==> config.mk <==
export PLATFORM = sky130hd
export DESIGN_NAME = fifo_uart_tx
export DESIGN_NICKNAME = d
export VERILOG_FILES = /design/src/rtl/fifo_uart_tx.sv
export SDC_FILE = /design/constraint.sdc
export NUM_CORES = 1
export LEC_CHECK = 0
export ABC_AREA = 1
export CAP_MARGIN = 10
export CORE_MARGIN = 3
export CORE_UTILIZATION = 60
export DETAILED_ROUTE_END_ITERATION = 6
export GPL_TIMING_DRIVEN = 0
export PLACE_DENSITY_LB_ADDON = 0.3
export SLEW_MARGIN = 20
export SYNTH_ARGS = -nofsm -noshare
export SYNTH_HDL_FRONTEND = slang
export SYNTH_SLANG_ARGS = --single-unit
==> constraint.sdc <==
create_clock -name clk_in -period 2.75 [get_ports clk_in]
set_input_delay 0.4125 -clock clk_in [delete_from_list [all_inputs] [get_ports clk_in]]
set_output_delay 0.4125 -clock clk_in [all_outputs]
set_load 0.02 [all_outputs]
==> src/rtl/fifo_uart_tx.sv <==
// fifo_uart_tx: serialises words from a first-word-fall-through FIFO onto a
// UART line (start bit, LSB-first data, optional even parity, one stop bit).
// The word is popped and latched on the single IDLE cycle between frames, so
// the FIFO may change freely while a frame is on the wire.

module fifo_uart_tx #(
  parameter int DATA_BITS    = 8,
  parameter int CLKS_PER_BIT = 217,
  parameter int PARITY_EN    = 0
) (
  input  logic                 clk_in,
  input  logic                 rst,
  input  logic                 fifo_empty,
  input  logic [DATA_BITS-1:0] fifo_data,
  output logic                 fifo_rd_en,
  output logic                 tx,
  output logic                 busy,
  output logic                 frame_done
);

  localparam int BAUD_W = (CLKS_PER_BIT > 1) ? $clog2(CLKS_PER_BIT) : 1;
  localparam int BIT_W  = (DATA_BITS > 1) ? $clog2(DATA_BITS) : 1;

  localparam logic [BAUD_W-1:0] BAUD_LAST = BAUD_W'(CLKS_PER_BIT - 1);
  localparam logic [BAUD_W-1:0] BAUD_ONE  = BAUD_W'(1);
  localparam logic [BIT_W-1:0]  BIT_LAST  = BIT_W'(DATA_BITS - 1);
  localparam logic [BIT_W-1:0]  BIT_ONE   = BIT_W'(1);

  typedef enum logic [2:0] {
    IDLE,
    START,
    DATA,
    PARITY,
    STOP
  } state_t;

  state_t               state;
  state_t               state_next;
  logic [BAUD_W-1:0]    baud_cnt;
  logic [BAUD_W-1:0]    baud_next;
  logic [BIT_W-1:0]     bit_cnt;
  logic [BIT_W-1:0]     bit_next;
  logic [DATA_BITS-1:0] shift_reg;
  logic [DATA_BITS-1:0] shift_next;
  logic                 parity_bit;
  logic                 parity_next;
  logic                 tx_next;
  logic                 bit_end;

  // State, counters, shift register and the registered serial line.
  always_ff @(posedge clk_in) begin
    if (rst) begin
      state      <= IDLE;
      baud_cnt   <= '0;
      bit_cnt    <= '0;
      shift_reg  <= '0;
      parity_bit <= 1'b0;
      tx         <= 1'b1;
    end else begin
      state      <= state_next;
      baud_cnt   <= baud_next;
      bit_cnt    <= bit_next;
      shift_reg  <= shift_next;
      parity_bit <= parity_next;
      tx         <= tx_next;
    end
  end

  // Next-state logic; tx_next is the line level for the state being entered.
  always_comb begin
    state_next  = state;
    baud_next   = baud_cnt;
    bit_next    = bit_cnt;
    shift_next  = shift_reg;
    parity_next = parity_bit;
    tx_next     = 1'b1;
    fifo_rd_en  = 1'b0;
    frame_done  = 1'b0;
    busy        = (state != IDLE);
    bit_end     = (baud_cnt == BAUD_LAST);

    case (state)
      IDLE: begin
        if (!fifo_empty) begin
          fifo_rd_en  = 1'b1;
          shift_next  = fifo_data;
          parity_next = ^fifo_data;
          baud_next   = '0;
          bit_next    = '0;
          state_next  = START;
          tx_next     = 1'b0;
        end
      end

      START: begin
        if (bit_end) begin
          baud_next  = '0;
          state_next = DATA;
          tx_next    = shift_reg[0];
        end else begin
          baud_next = baud_cnt + BAUD_ONE;
          tx_next   = 1'b0;
        end
      end

      DATA: begin
        if (bit_end) begin
          baud_next  = '0;
          shift_next = shift_reg >> 1;
          if (bit_cnt == BIT_LAST) begin
            bit_next = '0;
            if (PARITY_EN != 0) begin
              state_next = PARITY;
              tx_next    = parity_bit;
            end else begin
              state_next = STOP;
              tx_next    = 1'b1;
            end
          end else begin
            bit_next = bit_cnt + BIT_ONE;
            tx_next  = shift_next[0];
          end
        end else begin
          baud_next = baud_cnt + BAUD_ONE;
          tx_next   = shift_reg[0];
        end
      end

      PARITY: begin
        if (bit_end) begin
          baud_next  = '0;
          state_next = STOP;
          tx_next    = 1'b1;
        end else begin
          baud_next = baud_cnt + BAUD_ONE;
          tx_next   = parity_bit;
        end
      end

      STOP: begin
        tx_next = 1'b1;
        if (bit_end) begin
          baud_next  = '0;
          frame_done = 1'b1;
          state_next = IDLE;
        end else begin
          baud_next = baud_cnt + BAUD_ONE;
        end
      end

      default: begin
        state_next = IDLE;
      end
    endcase

    if (rst) begin
      fifo_rd_en = 1'b0;
      frame_done = 1'b0;
    end
  end

endmodule

# --- Word-level counts from Yosys, hierarchy flattened ---
# Index checks and enable logic that the tools add are counted.
# Widths: inputs -> output; s select.
word_totals:
  regBits: 24
  latchBits: 0
  mem_bits_rw: 0
  romBits: 0
  wordCells: 60
  memories: 0
classes:
  addsub: 2
  n_mul: 0
  n_div: 0
  n_lt_le_gt_ge: 0
  eq_ne: 12
  shifts: 0
  n_mux: 29
  bitwise_logic: 1
  n_reduce_logical: 10
ops:
  columns: ["op", "count"]
  rows:
  - ["$mux 8", 4]
  - ["$pmux 8 s2", 2]
  - ["$mux 3", 9]
  - ["$pmux 3 s5", 1]
  - ["$ne 2x2->1 const B", 6]
  - ["$mux 1", 11]
  - ["$add 8x1->8 const B", 1]
  - ["$eq 8x8->1 const B", 1]
  - ["$reduce_xor 8->1", 1]
  - ["$eq 3x2->1 const B", 2]
  - ["$eq 3x3->1 const B", 2]
  - ["$pmux 3 s2", 1]
  - ["$reduce_and 6->1", 1]
  - ["$pmux 1 s4", 1]
  - ["$reduce_and 2->1", 2]
  - ["$reduce_bool 2->1", 2]
  - ["$reduce_or 4->1", 1]
  - ["$add 3x1->3 const B", 1]
  - ["$eq 3x1->1 const B", 1]
  - ["$logic_not 3->1", 1]
  - ["$reduce_and 3->1", 1]
  - ["$reduce_bool 3->1", 1]
  - ["$not 1->1", 1]

# --- Depth between registers and ports, before layout ---
# Gate-level depths: netlist of the first run.
depth:
  word_depth: 4
  ltp_mapped: 10
  ltp_nobuf: 10

# --- Worst setup path after synthesis of the first run ---
# OpenSTA, ideal clock, no wires.
synth_timing:
  path_type: "register to output"
  startpoint: "register baud_cnt[0]"
  endpoint: "output frame_done"
  t_arrival_ps: 1306
  required_time_ps: 2338
  path_slack_ps: 1032
  stages_incl_launch_ff: 7
  cell_sequence: "dfxtp_1 -> inv_1 -> ha_1 -> nand2_1 -> nor2_4 -> nand2_4 -> nor3_1"
synth_between:
  elab_chain_len: 4
synth_rtl:
  columns: ["element", "line", "source"]
  rows:
  - ["start: declaration", "39", "logic [BAUD_W-1:0] baud_cnt;"]
  - ["start signal: assignment", "61", "baud_cnt <= baud_next;"]
  - ["$eq 8x8->1", "80", "bit_end = (baud_cnt == BAUD_LAST);"]
  - ["$mux 1", "142", "if (bit_end) begin"]
  - ["$mux 1", "82", "case (state)"]
  - ["$mux 1", "156", "if (rst) begin"]
  - ["end: declaration", "18", "output logic frame_done"]
# No other way between the ends.

# --- Final worst setup path of the first run ---
# Same ends and word-level chain as after synthesis.

==> results.toml, run 1 <==
[clocking]
htree_levels = 1
cts_tree = "built"
clock_latency_ns = 0.32
clockBufferDepth = 2
clk_pin_slew_ns = 0.13
post_cts_buffers = 0
root_buffer = "clkbuf_4"
clock_sinks = 24
cts_resized = 0
hold_buffers = 0
cts_buffers = 3

[timing]
relSlewSlack = 0.755
rsz0062_at_grt = "false"
whs_ns = 0.361
period_needed_ns = 2.45
hold_viol_final = 0
setup-violations-final = 0
tns_ns = 0
worst_pin_slew_ns = 0.367
clock_skew_ns = 0.00327
fmax_ghz = 0.409
slew_violations = 0
period_share = 0.890

[power]
p_comb_frac = 0.495
pwr-share-seq = 0.388
powerDensity_nw_per_um2 = 786
peakVddDrop_mv = 0.605
p_int_w = 0.000752
p_sw_w = 0.000587
finalPower_w = 0.00134
p_leak_nw = 0.775
p_sw_frac = 0.439
pwr-share-clk = 0.117

[layout]
antenna_cells = 0
nets = 262
fillers = 206
drive_above_1_share = 0.131
syn_to_final_growth_pct = 12.4

[run_status]
status = "finished clean"

[die]
num_rows = 17
core-area_um2 = 2300
fp.dieH_um = 56.3
die_area_um2 = 3170
ios = 15
chipWidth_um = 56.3
initial_utilization = 0.660

[worst_setup_path]
cp.required_ns = 2.34
ff2ff_path_depth = 9
reg2reg_to = "shift_reg[3]"
worst_path_max_delay_cell = "clkdlybuf4s50_1"
cpPeakStageDelay_ns = 0.63
cp-start-kind = "flip-flop"
r2r-start = "baud_cnt[0]"
worstPathCellList = "inv_1 > ha_1 > nand2_1 > nor2_4 > nand2_4 > nor3_1 > clkdlybuf4s50_1"
critPathTopFamily = "buffers and inverters"
crit_fanout = 10
path_class = "reg -> out"
end_kind = "primary output"
r2r_slack_ns = 1.29
crit_buf_inv = 2
cp.arrival_ns = 2.04

[route]
vias = 1409
drtIter0Drc = 47
m1WireLength_mm = 1.37
viasPerCell = 5.16
drtPass1Iterations = 5
drt-total-wl_mm = 2.99
ant_nets = 0
wl_met3_um = 112
met2_length_mm = 1.47
maxUsedRoutingLayer = "met4"
wire_per_inst_um = 10.9
drc_errors = 0

[hold_path]
hp-class = "in -> reg"
min_delay_path_depth = 2
hp-start = "rst"
whs_endpoint = "baud_cnt[5]"

[global_route]
grt_overflow_total = 0
antenna_found_initial = 0
grt_pass1_wl_mm = 5.44
first_global_vias = 1299
grt_max_degree = 13
grt_use_total = 0.211

[logic_synthesis]
synth_top_family_by_area = "simple AND/OR/NAND/NOR gates"
synth.distinct_cells = 26
synth-edff-count = 0
synthAdderAreaFrac = 0.0330
syn_area_per_cell_um2 = 6.62
synth_nets = 244
synth-xor-area-share = 0.0347
synthSimpleGateAreaFrac = 0.426
async_reset_ff_frac = 0
syn_area_um2 = 1520
synth_warnings = 0
synthCells = 229
synth-compound-area-share = 0.102
muxShareOfSynthArea = 0
ys_seq_area_frac = 0.317
synth.ff_latch_count = 24
synthFlopType = "dfxtp_1"

[placement]
dpl.hpwl_mm = 2.33
portBuffers = 13
finalWeightedCongestion = 0.861

[flow_run]
drv_cap = 0
## area by class of cell
class,instances,area [µm²],area share
multi-input cells,176,903,0.530
flip-flops and latches,24,480,0.282
repair buffers,13,130,0.0764
inverters,24,93.8,0.0551
plain buffers,5,38.8,0.0228
well taps,28,35.0,0.0206
clock buffers,3,22.5,0.0132
## worst register-to-register path: cells and delay by family (launching register included)
kind,cells,cell delay (ns)
compound gates,1,0.20
fa+ha+maj,1,0.19
buf+inv,2,0.21
flops,1,0.38
simple gates,5,0.39
## synthesized netlist by cell type, types with 2 or more instances
library cell / count / area share
xnor2_1: 3 / 0.017
a21oi_1: 10 / 0.033
inv_2: 3 / 0.0074
a21oi_2: 2 / 0.012
nand3_1: 16 / 0.053
nor2_4: 4 / 0.030
buf_6: 2 / 0.015
nand2_1: 64 / 0.16
nand3_4: 2 / 0.023
dfxtp_1: 24 / 0.32
nand2_2: 4 / 0.016
nand2_4: 3 / 0.022
nand4_1: 3 / 0.012
o21ai_0: 16 / 0.053
xor2_1: 3 / 0.017
nor2_1: 35 / 0.087
nor2_2: 5 / 0.021
inv_1: 19 / 0.047
ha_1: 4 / 0.033
## per-stage QoR
step                cell area [µm²]  utilization  setup slack, ns  cells
finish                         1700        0.742            0.302    273
global route                   1700        0.742            0.185    273
CTS                            1700        0.742            0.278    273
detailed placement             1680        0.732            0.525    270
global placement               1680        0.732            0.529    270
floorplan                      1520            -             1.03    229
## cell usage in the layout, fill, tap and decap left out, types with 2 or more instances in the layout
| master | n |
|---|---|
| ha_1 | 4 |
| inv_2 | 3 |
| clkdlybuf4s50_1 | 13 |
| nor2_1 | 35 |
| a21oi_2 | 2 |
| nand2_1 | 64 |
| xnor2_1 | 3 |
| nand4_1 | 3 |
| clkbuf_4 | 3 |
| xor2_1 | 3 |
| o21ai_0 | 16 |
| a21oi_1 | 10 |
| nand2_2 | 4 |
| buf_6 | 2 |
| nor2_4 | 4 |
| nand2_4 | 3 |
| inv_1 | 19 |
| dfxtp_1 | 24 |
| nand3_1 | 16 |
| nand3_4 | 2 |
| nor2_2 | 5 |
## how the worst max path moves through the flow
stage                           start         end  slack [ns]  cells past startpoint
after floorplan           baud_cnt[0]  frame_done        1.03                      6
after global placement     fifo_empty  fifo_rd_en        0.53                      5
after detailed placement   fifo_empty  fifo_rd_en        0.53                      5
after CTS                 baud_cnt[0]  frame_done        0.28                      7
after global routing      baud_cnt[0]  frame_done        0.19                      7
final                     baud_cnt[0]  frame_done        0.30                      7
## cells by family after synthesis
logic type      after synthesis
simple gates                137
xor+xnor                      6
fa+ha+maj                     4
compound gates               29
buf+inv                      29
flops                        24
## power groups by stage
stage / clock network (W) / logic, W / registers, W
floorplan: 0 / 0.000507 / 0.000520
CTS: 0.000160 / 0.000669 / 0.000519
global route: 0.000175 / 0.000762 / 0.000530
finish: 0.000156 / 0.000663 / 0.000520
detailed placement: 0 / 0.000663 / 0.000527
global placement: 0 / 0.000652 / 0.000522
## routing by layer
metal,track usage,up-vias
met3,0.0299,4
met1,0.265,619
met5,0,-
met2,0.364,29
li1,-,757
met4,0.0746,0
(Power assumes the default switching activity.)
==> run 2: changes to the inputs <==
--- a/config.mk
+++ b/config.mk
@@ -7,11 +7,14 @@
 export LEC_CHECK = 0
 export ABC_AREA = 1
 export CAP_MARGIN = 10
+export CELL_PAD_IN_SITES_DETAIL_PLACEMENT = 1
+export CELL_PAD_IN_SITES_GLOBAL_PLACEMENT = 2
 export CORE_MARGIN = 3
-export CORE_UTILIZATION = 60
+export CORE_UTILIZATION = 33
 export DETAILED_ROUTE_END_ITERATION = 6
 export GPL_TIMING_DRIVEN = 0
 export PLACE_DENSITY_LB_ADDON = 0.3
+export SKIP_CTS_REPAIR_TIMING = 1
 export SLEW_MARGIN = 20
 export SYNTH_ARGS = -nofsm -noshare
 export SYNTH_HDL_FRONTEND = slang
==> run 2 against run 1 <==
Effect of this change: worst hold slack better by 0.073 ns; final cell count is 8.8% higher; combinational power up 3.6%; first-iteration DRC count rose by 21%; fmax increased by 1.2%; sequential share of layout area down 0.78 points.
==> results.toml, run 2 (synthesis gave the netlist of run 1 again) <==
[worst_setup_path]
cp.arrival_ns = 2.01
crit_fanout = 10
cp-start-kind = "flip-flop"
path_class = "reg -> out"
worstPathCellList = "inv_1 > ha_1 > nand2_1 > nor2_4 > nand2_4 > nor3_1 > clkdlybuf4s50_1"
worst_path_max_delay_cell = "clkdlybuf4s50_1"
cpPeakStageDelay_ns = 0.62
crit_buf_inv = 2
cp.required_ns = 2.34
critPathTopFamily = "buffers and inverters"
end_kind = "primary output"

[power]
pwr-share-clk = 0.154
p_int_w = 0.000799
finalPower_w = 0.00142
powerDensity_nw_per_um2 = 813
pwr-share-seq = 0.364
peakVddDrop_mv = 0.339
p_sw_frac = 0.439
p_comb_frac = 0.482
p_leak_nw = 0.782
p_sw_w = 0.000626

[timing]
tns_ns = 0
worst_pin_slew_ns = 0.386
fmax_ghz = 0.413
clock_skew_ns = 0.00514
period_needed_ns = 2.42
slew_violations = 0
rsz0062_at_grt = "false"
whs_ns = 0.434
hold_viol_final = 0
period_share = 0.880
setup-violations-final = 0
relSlewSlack = 0.743

[layout]
nets = 262
final_cell_mix = "nand2_1, nor2_1, dfxtp_1, inv_1"
syn_to_final_growth_pct = 15.6
antenna_cells = 0
drive_above_1_share = 0.131
finalInstanceArea_um2 = 1750
final_common_cell = "nand2_1"

[die]
chipWidth_um = 73.8
ios = 15
fp.dieH_um = 73.8
initial_utilization = 0.346
core-area_um2 = 4380
num_rows = 24
die_area_um2 = 5440

[route]
ant_nets = 0
drt-total-wl_mm = 3.78
drc_errors = 0
drtPass1Iterations = 4
vias = 1429
wire_per_inst_um = 12.7
drtIter0Drc = 57
viasPerCell = 4.81

[global_route]
grt_use_total = 0.157
grt_pass1_wl_mm = 6.56
first_global_vias = 1413
grt_max_degree = 13
antenna_found_initial = 0
grt_overflow_total = 0
use_met1 = 0.205
busiest_layer = "met2"
grtUsageMet3 = 0.0328
gr-usage-met2 = 0.257

[run_status]
status = "finished clean"

[clocking]
cts_buffers = 3
clk_pin_slew_ns = 0.09
htree_levels = 1
cts_tree = "built"
clockBufferDepth = 2
root_buffer = "clkbuf_8"
clock_sinks = 24
clock_latency_ns = 0.27

[placement]
place_area_um2 = 1710
finalWeightedCongestion = 0.740
dpl.hpwl_mm = 2.97
portBuffers = 13

[hold_path]
hp-class = "in -> reg"

[flow_run]
drv_cap = 0
-- run 2: cell counts in the layout (fill, tap and decap cells not counted) --
Identical to the previous run, type by type.
-- run 2: path summary, 6_finish.rpt --
kind              cells after the start    startpoint  slack [ns]     endpoint
hold reg to reg                       2  shift_reg[0]        0.50           tx
setup reg to reg                     10   baud_cnt[0]        1.28     state[2]
hold / removal                        2           rst        0.43  baud_cnt[3]
setup / recovery                      7   baud_cnt[0]        0.33   frame_done
-- run 2: cell type report --
type	count	area, µm²
Buffer	5	38.8
Fill cell	566	2630
Clock buffer	3	41.3
Inverter	24	93.8
Sequential cell	24	480
Multi-Input combinational cell	176	903
Timing Repair Buffer	13	130
Tap cell	52	65.1
-- run 2: through the flow --
| stage | util | cells | worst slack (ns) |
|---|---|---|---|
| after floorplan | - | 229 | 1.03 |
| after global placement | 0.390 | 294 | 0.497 |
| after detailed placement | 0.390 | 294 | 0.497 |
| after CTS | 0.400 | 297 | 0.322 |
| after global routing | 0.400 | 297 | 0.191 |
| final | 0.400 | 297 | 0.330 |
-- run 2: routing by layer --
layer | up-vias | share of wire
met5 | - | 0
met4 | 0 | 0.013
met3 | 4 | 0.028
met2 | 20 | 0.45
met1 | 652 | 0.51
li1 | 753 | -
-- run 2: power by group through the flow --
stage / Clock, W / Combinational, W / Sequential, W
global placement: 0 / 0.000682 / 0.000527
CTS: 0.000225 / 0.000700 / 0.000520
floorplan: 0 / 0.000507 / 0.000520
detailed placement: 0 / 0.000698 / 0.000528
finish: 0.000219 / 0.000687 / 0.000518
global route: 0.000232 / 0.000791 / 0.000534
